[config.mk]
export PLATFORM = sky130hd
export DESIGN_NAME = eco32f_decode
export DESIGN_NICKNAME = d
export VERILOG_FILES = /design/src/rtl/eco32f_decode_pkg.sv /design/src/rtl/eco32f_operand_hold.sv /design/src/rtl/eco32f_decode.sv
export SDC_FILE = /design/constraint.sdc
export NUM_CORES = 1
export LEC_CHECK = 0
export CAP_MARGIN = 15
export CORE_ASPECT_RATIO = 0.9
export CORE_UTILIZATION = 35
export DETAILED_ROUTE_END_ITERATION = 6
export GPL_TIMING_DRIVEN = 0
export SYNTH_ARGS = -nofsm -noshare
export SYNTH_HDL_FRONTEND = slang
export SYNTH_SLANG_ARGS = --single-unit
[constraint.sdc]
create_clock -name clk -period 3.14 [get_ports clk]
set_clock_uncertainty 0.15 [all_clocks]
set_input_delay 0.471 -clock clk [delete_from_list [all_inputs] [get_ports clk]]
set_output_delay 0.471 -clock clk [all_outputs]
set_load 0.01 [all_outputs]
[src/rtl/eco32f_decode_pkg.sv]
// Shared eco32f decode definitions: opcodes, NOP encoding, immediate kinds,
// operand-hold FSM states and the registered ID->EX bundle layout.
// Pure declarations; no logic, no latency, no flow control.
package eco32f_decode_pkg;

  // ADD $0,$0,$0 -- architecturally a no-op, all-zero encoding
  localparam logic [31:0] ECO32F_INSN_NOP = 32'h0000_0000;

  // Opcode map (insn[31:26]); 0x00..0x1D are the ALU RRR/RRI pairs
  localparam logic [5:0] OP_ANDI  = 6'h11;
  localparam logic [5:0] OP_ORI   = 6'h13;
  localparam logic [5:0] OP_XORI  = 6'h15;
  localparam logic [5:0] OP_XNORI = 6'h17;
  localparam logic [5:0] OP_SARI  = 6'h1D;
  localparam logic [5:0] OP_LDHI  = 6'h1F;
  localparam logic [5:0] OP_BEQ   = 6'h20;
  localparam logic [5:0] OP_BGTU  = 6'h29;
  localparam logic [5:0] OP_J     = 6'h2A;
  localparam logic [5:0] OP_JR    = 6'h2B;
  localparam logic [5:0] OP_JAL   = 6'h2C;
  localparam logic [5:0] OP_JALR  = 6'h2D;
  localparam logic [5:0] OP_TRAP  = 6'h2E;
  localparam logic [5:0] OP_RFX   = 6'h2F;
  localparam logic [5:0] OP_LDW   = 6'h30;
  localparam logic [5:0] OP_LDBU  = 6'h34;
  localparam logic [5:0] OP_STW   = 6'h35;
  localparam logic [5:0] OP_STB   = 6'h37;
  localparam logic [5:0] OP_MVFS  = 6'h38;
  localparam logic [5:0] OP_MVTS  = 6'h39;
  localparam logic [5:0] OP_TBS   = 6'h3A;
  localparam logic [5:0] OP_TBWI  = 6'h3D;

  localparam logic [4:0] REG_LINK = 5'd31;  // JAL/JALR return address
  localparam logic [4:0] REG_XRET = 5'd30;  // RFX exception return address

  typedef enum logic [2:0] {
    IMM_SEXT,    // sign-extended imm16
    IMM_ZEXT,    // zero-extended imm16
    IMM_HIGH,    // imm16 in the upper half
    IMM_BRANCH,  // sign-extended imm16, word offset
    IMM_JUMP     // sign-extended off26, word offset
  } imm_kind_t;

  typedef enum logic {RF_LIVE, RF_HELD} rf_state_t;

  typedef struct packed {
    logic [31:0] pc;
    logic [31:0] insn;
    logic [5:0]  op;
    logic [31:0] rf_x;
    logic [31:0] rf_y;
    logic [31:0] imm;
    logic [4:0]  dest_addr;
    logic        dest_we;
    logic        load;
    logic        store;
    logic        branch;
    logic        jump;
    logic        exc_ibus_fault;
    logic        exc_itlb_kmiss;
    logic        exc_itlb_umiss;
    logic        exc_itlb_invalid;
    logic        exc_itlb_priv;
    logic        exc_illegal;
  } ex_bundle_t;

  function automatic ex_bundle_t ex_bubble();
    ex_bubble      = '0;
    ex_bubble.insn = ECO32F_INSN_NOP;
  endfunction

endpackage

[src/rtl/eco32f_operand_hold.sv]
// One register operand for ID: writeback bypass plus a shadow that freezes the
// operand while ID is held. Ports: clk/rst, flush/hold control, reg_addr,
// rf_data, wb_we/wb_addr/wb_data, operand (combinational, valid every cycle).
module eco32f_operand_hold
  import eco32f_decode_pkg::*;
(
  input  logic        clk,
  input  logic        rst,
  input  logic        flush,
  input  logic        hold,
  input  logic [4:0]  reg_addr,
  input  logic [31:0] rf_data,
  input  logic        wb_we,
  input  logic [4:0]  wb_addr,
  input  logic [31:0] wb_data,
  output logic [31:0] operand
);

  rf_state_t   state, state_nxt;
  logic [31:0] shadow;
  logic [31:0] live_val;
  logic        wb_hit;

  assign wb_hit = wb_we && (wb_addr == reg_addr) && (reg_addr != 5'd0);

  always_ff @(posedge clk) begin
    if (rst) state <= RF_LIVE;
    else     state <= state_nxt;
  end

  always_comb begin
    state_nxt = state;
    if (flush) begin
      state_nxt = RF_LIVE;
    end else begin
      case (state)
        RF_LIVE: if (hold)  state_nxt = RF_HELD;
        RF_HELD: if (!hold) state_nxt = RF_LIVE;
        default: state_nxt = RF_LIVE;
      endcase
    end
  end

  always_comb begin
    if (reg_addr == 5'd0) live_val = 32'h0;
    else if (wb_hit)      live_val = wb_data;
    else                  live_val = rf_data;
    operand = (state == RF_HELD) ? shadow : live_val;
  end

  // Capture on entry to HELD; afterwards only writebacks to this register can
  // change it, since the RF read port has moved on to younger instructions.
  always_ff @(posedge clk) begin
    if (rst) begin
      shadow <= 32'h0;
    end else if (state == RF_LIVE && hold && !flush) begin
      shadow <= live_val;
    end else if (state == RF_HELD && wb_hit) begin
      shadow <= wb_data;
    end
  end

endmodule

[src/rtl/eco32f_decode.sv]
// eco32f ID stage: decodes id_insn into a registered EX bundle, detects load-use.
// Latency 1 cycle ID->EX. id_stall holds EX; id_hazard inserts one bubble.
// Ports: clk/rst, id_stall/id_flush, id_* fetch bundle, rf_*_data, wb_*, id_hazard, ex_*.
module eco32f_decode
  import eco32f_decode_pkg::*;
(
  input  logic        clk,
  input  logic        rst,
  input  logic        id_stall,
  input  logic        id_flush,
  input  logic [31:0] id_pc,
  input  logic [31:0] id_insn,
  input  logic        id_exc_ibus_fault,
  input  logic        id_exc_itlb_kmiss,
  input  logic        id_exc_itlb_umiss,
  input  logic        id_exc_itlb_invalid,
  input  logic        id_exc_itlb_priv,
  input  logic [31:0] rf_x_data,
  input  logic [31:0] rf_y_data,
  input  logic        wb_we,
  input  logic [4:0]  wb_addr,
  input  logic [31:0] wb_data,
  output logic        id_hazard,
  output logic [31:0] ex_pc,
  output logic [31:0] ex_insn,
  output logic [5:0]  ex_op,
  output logic [31:0] ex_rf_x,
  output logic [31:0] ex_rf_y,
  output logic [31:0] ex_imm,
  output logic [4:0]  ex_dest_addr,
  output logic        ex_dest_we,
  output logic        ex_load,
  output logic        ex_store,
  output logic        ex_branch,
  output logic        ex_jump,
  output logic        ex_exc_ibus_fault,
  output logic        ex_exc_itlb_kmiss,
  output logic        ex_exc_itlb_umiss,
  output logic        ex_exc_itlb_invalid,
  output logic        ex_exc_itlb_priv,
  output logic        ex_exc_illegal
);

  ex_bundle_t  ex_q, dec;
  logic [5:0]  op;
  logic [4:0]  rx, ry, dest;
  logic        use_x, use_y, legal, fetch_exc;
  logic        is_load, is_store, is_branch, is_jump;
  imm_kind_t   kind;
  logic [31:0] imm, opnd_x, opnd_y;

  // ---------------------------------------------------------------- decode
  always_comb begin
    op        = id_insn[31:26];
    rx        = (op == OP_RFX) ? REG_XRET : id_insn[25:21];
    ry        = id_insn[20:16];
    use_x     = 1'b0;
    use_y     = 1'b0;
    dest      = 5'd0;
    kind      = IMM_SEXT;
    legal     = 1'b1;
    is_load   = 1'b0;
    is_store  = 1'b0;
    is_branch = 1'b0;
    is_jump   = 1'b0;
    if (op <= OP_SARI) begin
      // ALU: even opcodes are RRR, odd ones the RRI twin
      use_x = 1'b1;
      if (!op[0]) begin
        use_y = 1'b1;
        dest  = id_insn[15:11];
      end else begin
        dest = ry;
        if (op == OP_ANDI || op == OP_ORI || op == OP_XORI || op == OP_XNORI)
          kind = IMM_ZEXT;
      end
    end else begin
      case (op) inside
        OP_LDHI:         begin dest = ry; kind = IMM_HIGH; end
        [OP_BEQ:OP_BGTU]: begin use_x = 1'b1; use_y = 1'b1; is_branch = 1'b1; kind = IMM_BRANCH; end
        OP_J:            begin is_jump = 1'b1; kind = IMM_JUMP; end
        OP_JR:           begin is_jump = 1'b1; use_x = 1'b1; end
        OP_JAL:          begin is_jump = 1'b1; dest = REG_LINK; kind = IMM_JUMP; end
        OP_JALR:         begin is_jump = 1'b1; dest = REG_LINK; use_x = 1'b1; end
        OP_RFX:          use_x = 1'b1;
        [OP_LDW:OP_LDBU]: begin use_x = 1'b1; is_load = 1'b1; dest = ry; end
        [OP_STW:OP_STB]:  begin use_x = 1'b1; use_y = 1'b1; is_store = 1'b1; end
        OP_MVFS:         dest = ry;
        OP_MVTS:         use_y = 1'b1;
        OP_TRAP, [OP_TBS:OP_TBWI]: begin end
        default:         legal = 1'b0;
      endcase
    end
  end

  always_comb begin
    case (kind)
      IMM_ZEXT:   imm = {16'h0, id_insn[15:0]};
      IMM_HIGH:   imm = {id_insn[15:0], 16'h0};
      IMM_BRANCH: imm = {{14{id_insn[15]}}, id_insn[15:0], 2'b00};
      IMM_JUMP:   imm = {{4{id_insn[25]}}, id_insn[25:0], 2'b00};
      default:    imm = {{16{id_insn[15]}}, id_insn[15:0]};
    endcase
  end

  assign fetch_exc = id_exc_ibus_fault | id_exc_itlb_kmiss | id_exc_itlb_umiss |
                     id_exc_itlb_invalid | id_exc_itlb_priv;

  // ex_dest_we already implies a non-zero destination, so $0 never stalls
  assign id_hazard = ex_q.load && ex_q.dest_we && !id_flush &&
                     ((use_x && ex_q.dest_addr == rx) || (use_y && ex_q.dest_addr == ry));

  // ------------------------------------------------------------- operands
  eco32f_operand_hold u_hold_x (
    .clk(clk), .rst(rst), .flush(id_flush), .hold(id_stall | id_hazard),
    .reg_addr(rx), .rf_data(rf_x_data),
    .wb_we(wb_we), .wb_addr(wb_addr), .wb_data(wb_data), .operand(opnd_x)
  );

  eco32f_operand_hold u_hold_y (
    .clk(clk), .rst(rst), .flush(id_flush), .hold(id_stall | id_hazard),
    .reg_addr(ry), .rf_data(rf_y_data),
    .wb_we(wb_we), .wb_addr(wb_addr), .wb_data(wb_data), .operand(opnd_y)
  );

  always_comb begin
    dec                  = '0;
    dec.pc               = id_pc;
    dec.insn             = id_insn;
    dec.op               = op;
    dec.rf_x             = opnd_x;
    dec.rf_y             = opnd_y;
    dec.imm              = imm;
    dec.dest_addr        = dest;
    dec.dest_we          = (dest != 5'd0);
    dec.load             = is_load;
    dec.store            = is_store;
    dec.branch           = is_branch;
    dec.jump             = is_jump;
    dec.exc_ibus_fault   = id_exc_ibus_fault;
    dec.exc_itlb_kmiss   = id_exc_itlb_kmiss;
    dec.exc_itlb_umiss   = id_exc_itlb_umiss;
    dec.exc_itlb_invalid = id_exc_itlb_invalid;
    dec.exc_itlb_priv    = id_exc_itlb_priv;
    dec.exc_illegal      = !legal && !fetch_exc;
  end

  // ---------------------------------------------------------- EX register
  always_ff @(posedge clk) begin
    if (rst || id_flush) ex_q <= ex_bubble();
    else if (id_stall)   ex_q <= ex_q;
    else if (id_hazard)  ex_q <= ex_bubble();
    else                 ex_q <= dec;
  end

  assign ex_pc               = ex_q.pc;
  assign ex_insn             = ex_q.insn;
  assign ex_op               = ex_q.op;
  assign ex_rf_x             = ex_q.rf_x;
  assign ex_rf_y             = ex_q.rf_y;
  assign ex_imm              = ex_q.imm;
  assign ex_dest_addr        = ex_q.dest_addr;
  assign ex_dest_we          = ex_q.dest_we;
  assign ex_load             = ex_q.load;
  assign ex_store            = ex_q.store;
  assign ex_branch           = ex_q.branch;
  assign ex_jump             = ex_q.jump;
  assign ex_exc_ibus_fault   = ex_q.exc_ibus_fault;
  assign ex_exc_itlb_kmiss   = ex_q.exc_itlb_kmiss;
  assign ex_exc_itlb_umiss   = ex_q.exc_itlb_umiss;
  assign ex_exc_itlb_invalid = ex_q.exc_itlb_invalid;
  assign ex_exc_itlb_priv    = ex_q.exc_itlb_priv;
  assign ex_exc_illegal      = ex_q.exc_illegal;

endmodule
Word level (Yosys, flattened, before mapping)
Cells that the tools add are included.
Operators by class
  $add $sub $neg: 0
  bitwise gates (word level): 6
  div/mod/pow operators: 0
  shifts and indexed selects: 0
  $mul: 0
  multiplexer cells: 98
  reductions and logical operators: 35
  equal/unequal tests: 21
  $lt $le $gt $ge: 9
Operators with widths (number)
  32-bit 2-to-1 mux: 10
  182-bit 2-to-1 mux: 1
  32-bit case mux with 4 select lines: 1
  1-bit 2-to-1 mux: 67
  5-bit 2-to-1 mux: 13
  6-bit equality test, second input constant: 8
  6-bit by 5-bit equality test with 1-bit output, second input constant: 5
  6-bit >= comparator, second input constant: 4
  6-bit less-or-equal comparator, second input constant: 4
  5-bit equality test: 4
  1-bit logical AND: 18
  3-bit 2-to-1 mux: 6
  5-bit nonzero test: 3
  5-bit logical NOT: 2
  3-bit by 2-bit equality test with 1-bit output, second input constant: 2
  6-bit by 5-bit less-or-equal comparator with 1-bit output, second input constant: 1
  1-bit logical OR: 5
  1-bit OR: 5
  2-bit nonzero test: 2
  2-bit OR reduction: 2
  3-bit by 1-bit equality test with 1-bit output, second input constant: 1
  3-bit equality test, second input constant: 1
  1-bit logical NOT: 3
  1-bit NOT: 1
Storage, ports and cells
  memories kept: 0
  output and inout port bits: 183
  memory bits (read-only): 0
  latch bits: 0
  flip-flop bits (word level): 247
  logic and storage cells: 190
  bits of input ports: 175
  memory bits (writable): 0

Depth between registers and ports, before layout
  word-level depth: 20
  mapped depth: 11
  depth with buffers taken out: 6

Hierarchy
Synthesis repeated with hierarchy kept, for this count alone.
Second synthesis, totals
  cells, all modules: 1202
  area, all modules: 11056.9 um^2
Modules (own cells, without submodules)
  eco32f_decode: area each 6449.9 um^2, instances 1, sequential area each 3523.4 um^2, cells each 624
  eco32f_operand_hold: area each 2303.5 um^2, instances 2, sequential area each 660.6 um^2, cells each 289

Least setup slack after synthesis
OpenSTA, ideal clock, no wires.
  kind: input to output
  start: input port id_insn[28]
  end: output port id_hazard
  path buffers: 5
  stages on the path: 10
  required time: 2.519 ns
  data arrival time: 2.074 ns
  setup slack: 0.445 ns
  cells stage by stage: buf_2 and4_1 buf_4 a32oi_1 a2111oi_4 o211ai_2 buf_4 buf_6 buf_6 nand2_1
On the way
  cells in the longest elaborated chain, start to end: 16
  elaborated cells on any way between the ends: 46
  those cells by class: order compare (7); eq/ne (9); mux (23); reduce/logical (7)
Ends and longest elaborated chain
  start: declaration: line eco32f_decode.sv:12  | input logic [31:0] id_insn,
  parallel branches: the longest is 14 deep, another holds 6-bit >= comparator
  1-bit logical OR (*): line eco32f_decode.sv:111  | ((use_x && ex_q.dest_addr == rx) || (use_y && ex_q.dest_addr == ry));
  1-bit logical AND (*): line eco32f_decode.sv:110  | assign id_hazard = ex_q.load && ex_q.dest_we && !id_flush &&
  end: declaration: line eco32f_decode.sv:23  | output logic id_hazard,
Mark *: on every way between the ends.

Final worst setup path
  start: input port id_insn[25]
  end: output port id_hazard
On the way
  cells in the longest elaborated chain, start to end: 5
Ends and longest elaborated chain
  5-bit 2-to-1 mux: line eco32f_decode.sv:55  | rx = (op == OP_RFX) ? REG_XRET : id_insn[25:21];
  5-bit equality test: line eco32f_decode.sv:111
  1-bit logical AND: line eco32f_decode.sv:111
  1-bit logical OR: line eco32f_decode.sv:111
  1-bit logical AND: line eco32f_decode.sv:110
Every way passes these cells.

==> flow_summary.ini <==
[cells_and_area]
area_growth_pct = 41.2
final_cells = 2266
drive_above_1_share_pct = 10.7
final_nets = 1956
final_util_pct = 50.7
final.fill_count = 3312

[drt]
drcViolationCount = 0
routed-via-count = 12400
wl_met1_mm = 22.4
wl_per_cell_um = 21.4
avgViaCountPerCell = 5.47
drtIter0Drc = 976
wl_met2_mm = 21.9
drt-total-wl_mm = 48.5
route.met3.wl_mm = 3.17
first_pass_iters = 7
top_layer = met5
ant_nets = 0

[yosys]
ys_ff_latch = 241
ys_seq_area_share_pct = 39.2
async_reset_ff_share_pct = 0
synth_area_sq_um = 12300
avgSynthCellArea_sq_um = 8.78
ys_types = 72
synth_cells = 1402
synth_edf_count = 0
synth_nets = 1577
ys_warn_count = 0
synthFlopType = dfxtp_1

[clocking]
clock_latency_ns = 0.55
cts_made_buffers = 27
cts-root-buf = clkbuf_16
ctsHoldBuffers = 0
clockBufferDepth = 3
tritoncts = yes
htree_levels = 1
clock-sinks = 241
clk_pin_slew_ns = 0.06

[placed_design]
placed_cells = 2212
finalWeightedCongestion = 0.908
io_buffer_count = 348
dp_hpwl_mm = 36.2

[floorplanning]
core_sq_um = 34300
die-width_um = 200
dieArea_sq_um = 35900
start_util_pct = 35.9
die_h_um = 180
row_count = 64
io_pins = 358

[critical_path]
required_ns = 2.52
path_class = primary input to primary output
crit_fanout = 10
critical_path_arrival_ns = 2.48
reg2reg_slack_ns = 0.19
end_kind = primary output
cp-start-kind = primary input

[job]
maxCapViolations = 0

[timing]
fmax_mhz = 322
fin_hold_ws_ns = 0.215
post-route-min-period_ns = 3.10
max-slew-margin-rel_pct = 40.5
rsz0062_at_grt = false
slew_violations = 0
worstMarginPinSlew_ns = 0.893
hold_violations = 0
setup_viol = 0
min_period_over_period_pct = 98.8

[global_route]
grt_overflow_total = 0
grt_max_degree = 14
grt_pass1_vias = 11800
grtUsageTotal_pct = 26.0
antenna_found_initial = 4
grt_pass1_wl_mm = 72.2

[status]
status = completed

[min_path]
hold_class = primary input to flip-flop

[pwr]
leakage_uw = 0.00677
peakVddDrop_mv = 0.351
power_density_nw_per_um2 = 453
per-layer routing:
metal	vias to the layer above	global-route usage, %
met4	4	6.23
met2	450	40.8
met5	-	0
met3	63	3.43
li1	5871	-
met1	6010	37.3
report_power, final:
part / switching, uW / leakage (uW) / total, uW / internal, uW
sequential: 74.8 / 0.00197 / 3260 / 3180
clock: 1370 / 0.000474 / 3400 / 2030
combinational: 637 / 0.00433 / 1230 / 588
worst paths after layout:
| kind | start | end | cells past startpoint |
|---|---|---|---|
| max | id_insn[25] | id_hazard | 10 |
| min | id_insn[15] | ex_insn[15] | 3 |
| max reg2reg | u_hold_x.state | u_hold_x.shadow[27] | 8 |
| min reg2reg | ex_rf_y[13] | ex_rf_y[13] | 2 |
synth_stat cells, drive strengths merged, types with 2 or more instances:
library cell | number | area [sq um]
and3 | 14 | 87.6
mux2 | 32 | 360
nand3 | 9 | 50.1
a32o | 3 | 30.0
o41ai | 2 | 36.3
a32oi | 5 | 43.8
nor3 | 70 | 350
nand2 | 244 | 916
inv | 35 | 131
nor4 | 6 | 37.5
clkbuf | 94 | 353
buf | 60 | 385
nand4 | 7 | 65.1
nor2 | 20 | 77.6
a31oi | 3 | 18.8
a22o | 2 | 17.5
xnor2 | 6 | 52.6
o21a | 2 | 15.0
o2111ai | 2 | 17.5
and3b | 3 | 26.3
a211oi | 35 | 268
and2 | 2 | 12.5
o22ai | 2 | 12.5
a21oi | 105 | 537
nand2b | 6 | 37.5
nand4b | 78 | 698
o32ai | 38 | 490
o21bai | 2 | 15.0
o21ai | 61 | 309
nor3b | 3 | 33.8
nor2b | 8 | 50.1
mux2i | 128 | 1280
or2 | 3 | 18.8
o221ai | 32 | 280
xor2 | 8 | 70.1
a221o | 2 | 20.0
a21o | 2 | 15.0
dfxtp | 241 | 4820
nand3b | 2 | 15.0
a221oi | 10 | 87.6
critical path: stages:
cell             delay (ns)
clkdlybuf4s18_2        0.36
nand2b_4               0.20
o2111ai_2              0.15
a2111oi_4              0.46
o211ai_2               0.19
buf_6                  0.15
buf_6                  0.15
buf_6                  0.16
nand2_1                0.08
buf_6                  0.11
sequential cells by signal (all words and copies together), names as in the netlist, 5 cells and up:
signal,count
ex_insn,32
ex_rf_x,32
ex_imm,32
ex_dest_addr,5
u_hold_y.shadow,32
u_hold_x.shadow,32
ex_pc,32
ex_rf_y,32
kinds of logic after synthesis:
| logic type | Yosys count | share of synthesized area, % |
|---|---|---|
| mux | 160 | 13.3 |
| simple gates | 480 | 20.5 |
| compound gates | 317 | 18.8 |
| buf+inv | 189 | 7.07 |
| xor+xnor | 14 | 0.997 |
| flops | 241 | 39.2 |
| fa+ha+maj | 1 | 0.0814 |
area by class of cell:
cell class	instances	area (sq um)	area share [%]
multi-input combinational	972	6640	38.2
sequential	241	4840	27.8
timing repair buffer	351	3490	20.1
clock buffer	34	752	4.33
buffer	153	746	4.29
tap	462	578	3.33
clock inverter	16	198	1.14
inverter	35	131	0.756
antenna	2	5.00	0.0288
what timing repair did:
| item | 4_1_cts | 5_1_grt |
|---|---|---|
| resized for setup | 37 | 10 |
| pin swaps | 3 | 3 |
| buffers inserted | 3 | 0 |
| setup endpoints to repair | 11 | 11 |
layout by cell type (no fill, tap or decap), types with 4 or more instances in the layout:
master	Yosys	final
a32oi_1	5	4
mux2_1	4	4
clkdlybuf4s50_1	0	339
a211oi_1	34	34
buf_6	8	10
o32ai_1	17	17
inv_1	34	34
buf_2	35	35
and3_1	14	14
nand3_1	8	8
bufinv_16	0	4
dfxtp_1	241	236
a21oi_1	104	104
mux2i_1	128	128
a221oi_1	10	10
nand2_1	244	244
nand4_1	5	5
nor3_1	70	70
buf_4	12	15
xor2_1	8	8
nor4_1	6	6
xnor2_1	6	6
mux2_2	28	28
nand2b_1	6	5
nor2b_1	8	8
nand4b_1	77	77
clkbuf_8	0	5
nor2_1	19	19
buf_1	4	4
o21ai_0	60	60
clkinv_2	0	9
clkbuf_1	94	93
clkbuf_16	0	27
o32ai_2	21	21
o221ai_1	32	32
through the flow:
stage / cell area (sq um) / setup TNS [ns] / total power [uW] / setup WS [ns]
final: 17400 / 0 / 7880 / 0.0377
after global routing: 17400 / 0 / 8130 / 0.00485
after CTS: 17400 / 0 / 7910 / 0.0562
after detailed placement: 16400 / -60.40 / 4530 / -0.929
after global placement: 16400 / -49.41 / 4520 / -0.878
after floorplan: 12300 / 0 / 3900 / 0.445
Note: power is estimated with default switching activity, not from simulation.
==> patch 1 (same flow settings) <==
Make the reset (`rst`) asynchronous in 2 clocked blocks.
--- a/src/rtl/eco32f_operand_hold.sv
+++ b/src/rtl/eco32f_operand_hold.sv
@@ -23,7 +23,7 @@
 
   assign wb_hit = wb_we && (wb_addr == reg_addr) && (reg_addr != 5'd0);
 
-  always_ff @(posedge clk) begin
+  always_ff @(posedge clk or posedge rst) begin
     if (rst) state <= RF_LIVE;
     else     state <= state_nxt;
   end
@@ -50,7 +50,7 @@
 
   // Capture on entry to HELD; afterwards only writebacks to this register can
   // change it, since the RF read port has moved on to younger instructions.
-  always_ff @(posedge clk) begin
+  always_ff @(posedge clk or posedge rst) begin
     if (rst) begin
       shadow <= 32'h0;
     end else if (state == RF_LIVE && hold && !flush) begin
Behaviour: no difference found for any inputs over 4 cycles, from zero or initial values and one cycle with rst high; that may be too few to reach the edited logic, so the function may still have changed.
==> patch 1 against the original RTL <==
- the run now ends with DRC left
- total power is 2.1% higher
- fmax up 1.5%
- area after synthesis down 6.9%
- count of clock-buffer cells in the layout is 7 higher
- clock power fell by 2%
- sequential cell count unchanged
- design area shrank 4.7%
- via count decreased by 1.3%
- wire length fell by 3.6%
- utilization grew 1.0 points
- setup slack better by 0.046 ns
- combinational power grew 9.8%
- sequential share of layout area is 3.3 points higher
- largest cell class unchanged
==> patch 1: results (changes against the original RTL) <==
Sequential Power -> 3.35 mW (was 3.26 mW)
Hold WS -> 0.1617 ns (was 0.2153 ns)
fraction of area in multi-input gates -> 32.32% (was 38.21%)
outcome -> finished with violations (was finished clean)
P_sw -> 2.144 mW (was 2.083 mW)
CTS buffer count -> 28 (was 27)
first-pass GRT wire length -> 70.01 mm (was 72.22 mm)
synth cell count leaders -> 253 x nand2_1, 176 x dfxtp_1, 163 x a21oi_1 (was 244 x nand2_1, 241 x dfxtp_1, 128 x mux2i_1)
row count -> 62 (was 64)
Leak -> 6.244 nW (was 6.769 nW)
Port Buffer Count -> 350 (was 348)
Comb power frac -> 16.8% (was 15.5%)
post-synthesis sequential area ratio -> 44.96% (was 39.21%)
worst reg2reg setup slack -> 0.24 ns (was 0.19 ns)
asr flop ratio synth -> 26.97% (was 0%)
failing checks -> DRC
r2r endpoint -> u_hold_y.shadow[17] (was u_hold_x.shadow[27])
library cells used by synthesis -> 67 (was 72)
clock network area share -> 5.642% (was 5.465%)
placed cell areas -> 0.01551 sq mm (was 0.01637 sq mm)
Worst VDD drop -> 407.3 uV (was 351.2 uV)
initial antenna violation count -> 7 (was 4)
CP arrival -> 2.44 ns (was 2.48 ns)
drt wl/cell -> 21.06 um (was 21.39 um)
inverters -> 100 (was 35)
fraction of area in registers -> 31.09% (was 27.83%)
DP Wirelength -> 35.08 mm (was 36.22 mm)
final core occ -> 51.71% (was 50.70%)
final net count -> 1949 (was 1956)
HP Class -> in2async (was in2reg)
Repair and plain buffers -> 486 (was 504)
slowest CP cell -> clkdlybuf4s50_1 (was a2111oi_4)
post_cts resized -> 9 (was 37)
Worst path max stage delay -> 0.53 ns (was 0.46 ns)
Iter 0 DRT Violations -> 1148 (was 976)
DRC -> 58 (was 0)
Non-clock buffer share -> 25.41% (was 24.39%)
multi-input gates -> 917 (was 972)
GRT Total Usage -> 27.21% (was 25.98%)
==> patch 1: cell families after synthesis <==
group,share of synthesized area [%]
simple gates,19.87
fa+ha+maj,0.08740
mux,0.3496
xor+xnor,1.071
buf+inv,8.576
compound gates,25.08
flops,44.96
==> patch 1: metrics by stage <==
stage               power [mW]  cells
floorplan                4.063   1387
global placement         4.715   2153
detailed placement       4.734   2154
CTS                      8.078   2206
global route             8.353   2219
finish                   8.042   2219
==> patch 1: per-layer routing <==
metal | share of wire (%) | vias up | track usage (%)
met3 | 8.2 | 98 | 4.130
li1 | - | 5701 | -
met4 | 3.5 | 2 | 9.843
met1 | 44 | 5889 | 38.75
met5 | 0.036 | - | 0
met2 | 45 | 544 | 41.38
==> patch 1: worst max-delay path, delay by kind of cell <==
family	cells	cell delay (ns)
buffers and inverters	4	1.17
AOI/OAI and AO/OA	4	0.66
and+or+nand+nor	1	0.11
==> patch 2 (config.mk and constraints unchanged) <==
Made on the original files. Register the output `ex_exc_ibus_fault`, without a reset; this adds one clock of latency there. The other outputs are not delayed to match.
--- a/src/rtl/eco32f_decode.sv
+++ b/src/rtl/eco32f_decode.sv
@@ -165,7 +165,9 @@
   assign ex_store            = ex_q.store;
   assign ex_branch           = ex_q.branch;
   assign ex_jump             = ex_q.jump;
-  assign ex_exc_ibus_fault   = ex_q.exc_ibus_fault;
+  always_ff @(posedge clk) begin
+    ex_exc_ibus_fault <= ex_q.exc_ibus_fault;
+  end
   assign ex_exc_itlb_kmiss   = ex_q.exc_itlb_kmiss;
   assign ex_exc_itlb_umiss   = ex_q.exc_itlb_umiss;
   assign ex_exc_itlb_invalid = ex_q.exc_itlb_invalid;
Check against the original RTL: not equivalent (a bounded check fails within 4 cycles, from zero or initial values and one cycle with rst high).
==> patch 2 against the original RTL <==
- die area increased by 10%
- via count grew 4.3%
- area after synthesis up 10%
- count of clock-buffer cells in the layout grew 10
- total power up 1.5%
- design area is 7.7% higher
- setup slack improved by 0.060 ns
- utilization decreased by 1.8 points
- wire length increased by 2.6%
- sequential cell count up 1
- critical path type is now reg2out
- largest power group unchanged
- highest routed layer unchanged
==> patch 2: results (changes against the original RTL) <==
Pre-Repair DR Iteration Count -> 5 (was 7)
Setup WS post-layout -> 0.09769 ns (was 0.03774 ns)
total routed wirelength -> 49.72 mm (was 48.47 mm)
vias in the first global route -> 12.43k (was 11.80k)
Leak -> 7.677 nW (was 6.769 nW)
hold depth -> 0 (was 3)
Iter 0 DRT Violations -> 864 (was 976)
GP Congestion -> 0.8586 (was 0.9083)
layout cell share with drive strength beyond 1 -> 18.02% (was 10.65%)
clock group share of total power -> 42.6% (was 43.1%)
post-synthesis compound-gate area fraction -> 17.07% (was 18.81%)
Hold WS -> 0.2053 ns (was 0.2153 ns)
final net count -> 2125 (was 1956)
post-synthesis sequential area ratio -> 35.72% (was 39.21%)
worst reg2reg setup slack -> 0.28 ns (was 0.19 ns)
Avg Inst Size Synth -> 8.650 sq um (was 8.776 sq um)
Met1 Routed Length -> 22.45 mm (was 22.38 mm)
worst slack, placed -> -0.9348 ns (was -0.9290 ns)
Post-Synth Adder-Cell Area -> 0.07380% (was 0.08135%)
Cells after DPL -> 2406 (was 2212)
slew margin rel. -> 34.56% (was 40.46%)
P_sw -> 2.063 mW (was 2.083 mW)
HP Class -> reg2reg (was in2reg)
Combinational Power -> 1.32 mW (was 1.23 mW)
outcome -> finished clean (unchanged)
met2 wire len -> 22.99 mm (was 21.85 mm)
final core occ -> 48.86% (was 50.70%)
Cell Count, Final, Fillers Out -> 2465 (was 2266)
Post-Synth XOR/XNOR Area -> 0.9041% (was 0.9965%)
CTS buffer count -> 28 (was 27)
syn_nets -> 1743 (was 1577)
Crit. Startpoint -> ex_dest_addr[4] (was id_insn[25])
fillers -> 3741 (was 3312)
placed cell areas -> 0.01766 sq mm (was 0.01637 sq mm)
synth cell count leaders -> 244 x nand2_1, 242 x dfxtp_1, 177 x buf_4 (was 244 x nand2_1, 241 x dfxtp_1, 128 x mux2i_1)
Worst VDD drop -> 455.9 uV (was 351.2 uV)
vias per cell -> 5.246 (was 5.471)
Worst path max stage delay -> 0.44 ns (was 0.46 ns)
DP Wirelength -> 37.56 mm (was 36.22 mm)
first-pass GRT wire length -> 74.46 mm (was 72.22 mm)
CP arrival -> 2.42 ns (was 2.48 ns)
Worst path top cell family by delay -> compound AO/OA/AOI/OAI gates (was buffers and inverters)
initial antenna violation count -> 7 (was 4)
metal3 WL -> 2.994 mm (was 3.166 mm)
mux cell area share after synthesis -> 12.10% (was 13.34%)
Clock Power -> 3.41 mW (was 3.40 mW)
GRT Total Usage -> 24.27% (was 25.98%)
r2r endpoint -> u_hold_y.shadow[13] (was u_hold_x.shadow[27])
largest net degree at the start of global routing -> 14 (unchanged)
worst hold endpoint -> ex_exc_ibus_fault (was ex_insn[15])
synth top area cells -> dfxtp_1 36%, buf_4 9.8%, mux2i_1 9.4% (was dfxtp_1 39%, mux2i_1 10%, nand2_1 7.4%)
## patch 2: area by class of cell
class | instances | share of cell area (%)
Antenna cell | 5 | 0.06689
Buffer | 317 | 10.59
Clock buffer | 44 | 4.715
Clock inverter | 6 | 0.4281
Inverter | 35 | 0.7023
Multi-Input combinational cell | 972 | 35.49
Sequential cell | 242 | 25.94
Tap cell | 490 | 3.277
Timing Repair Buffer | 354 | 18.79
## patch 2: what timing repair did
| action | CTS | global route |
|---|---|---|
| hold endpoints to repair | 0 | 0 |
| pin swaps | 3 | 2 |
| gates resized for setup | 34 | 6 |
| buffers inserted | 4 | 2 |
| cloned | 0 | 0 |
| endpoints found under the setup margin | 3 | 1 |
## patch 2: routing by layer
layer	up-vias	global-route usage, %
met5	-	0
met4	6	7.412
met3	75	3.600
met2	429	38.88
met1	6207	33.53
li1	6215	-
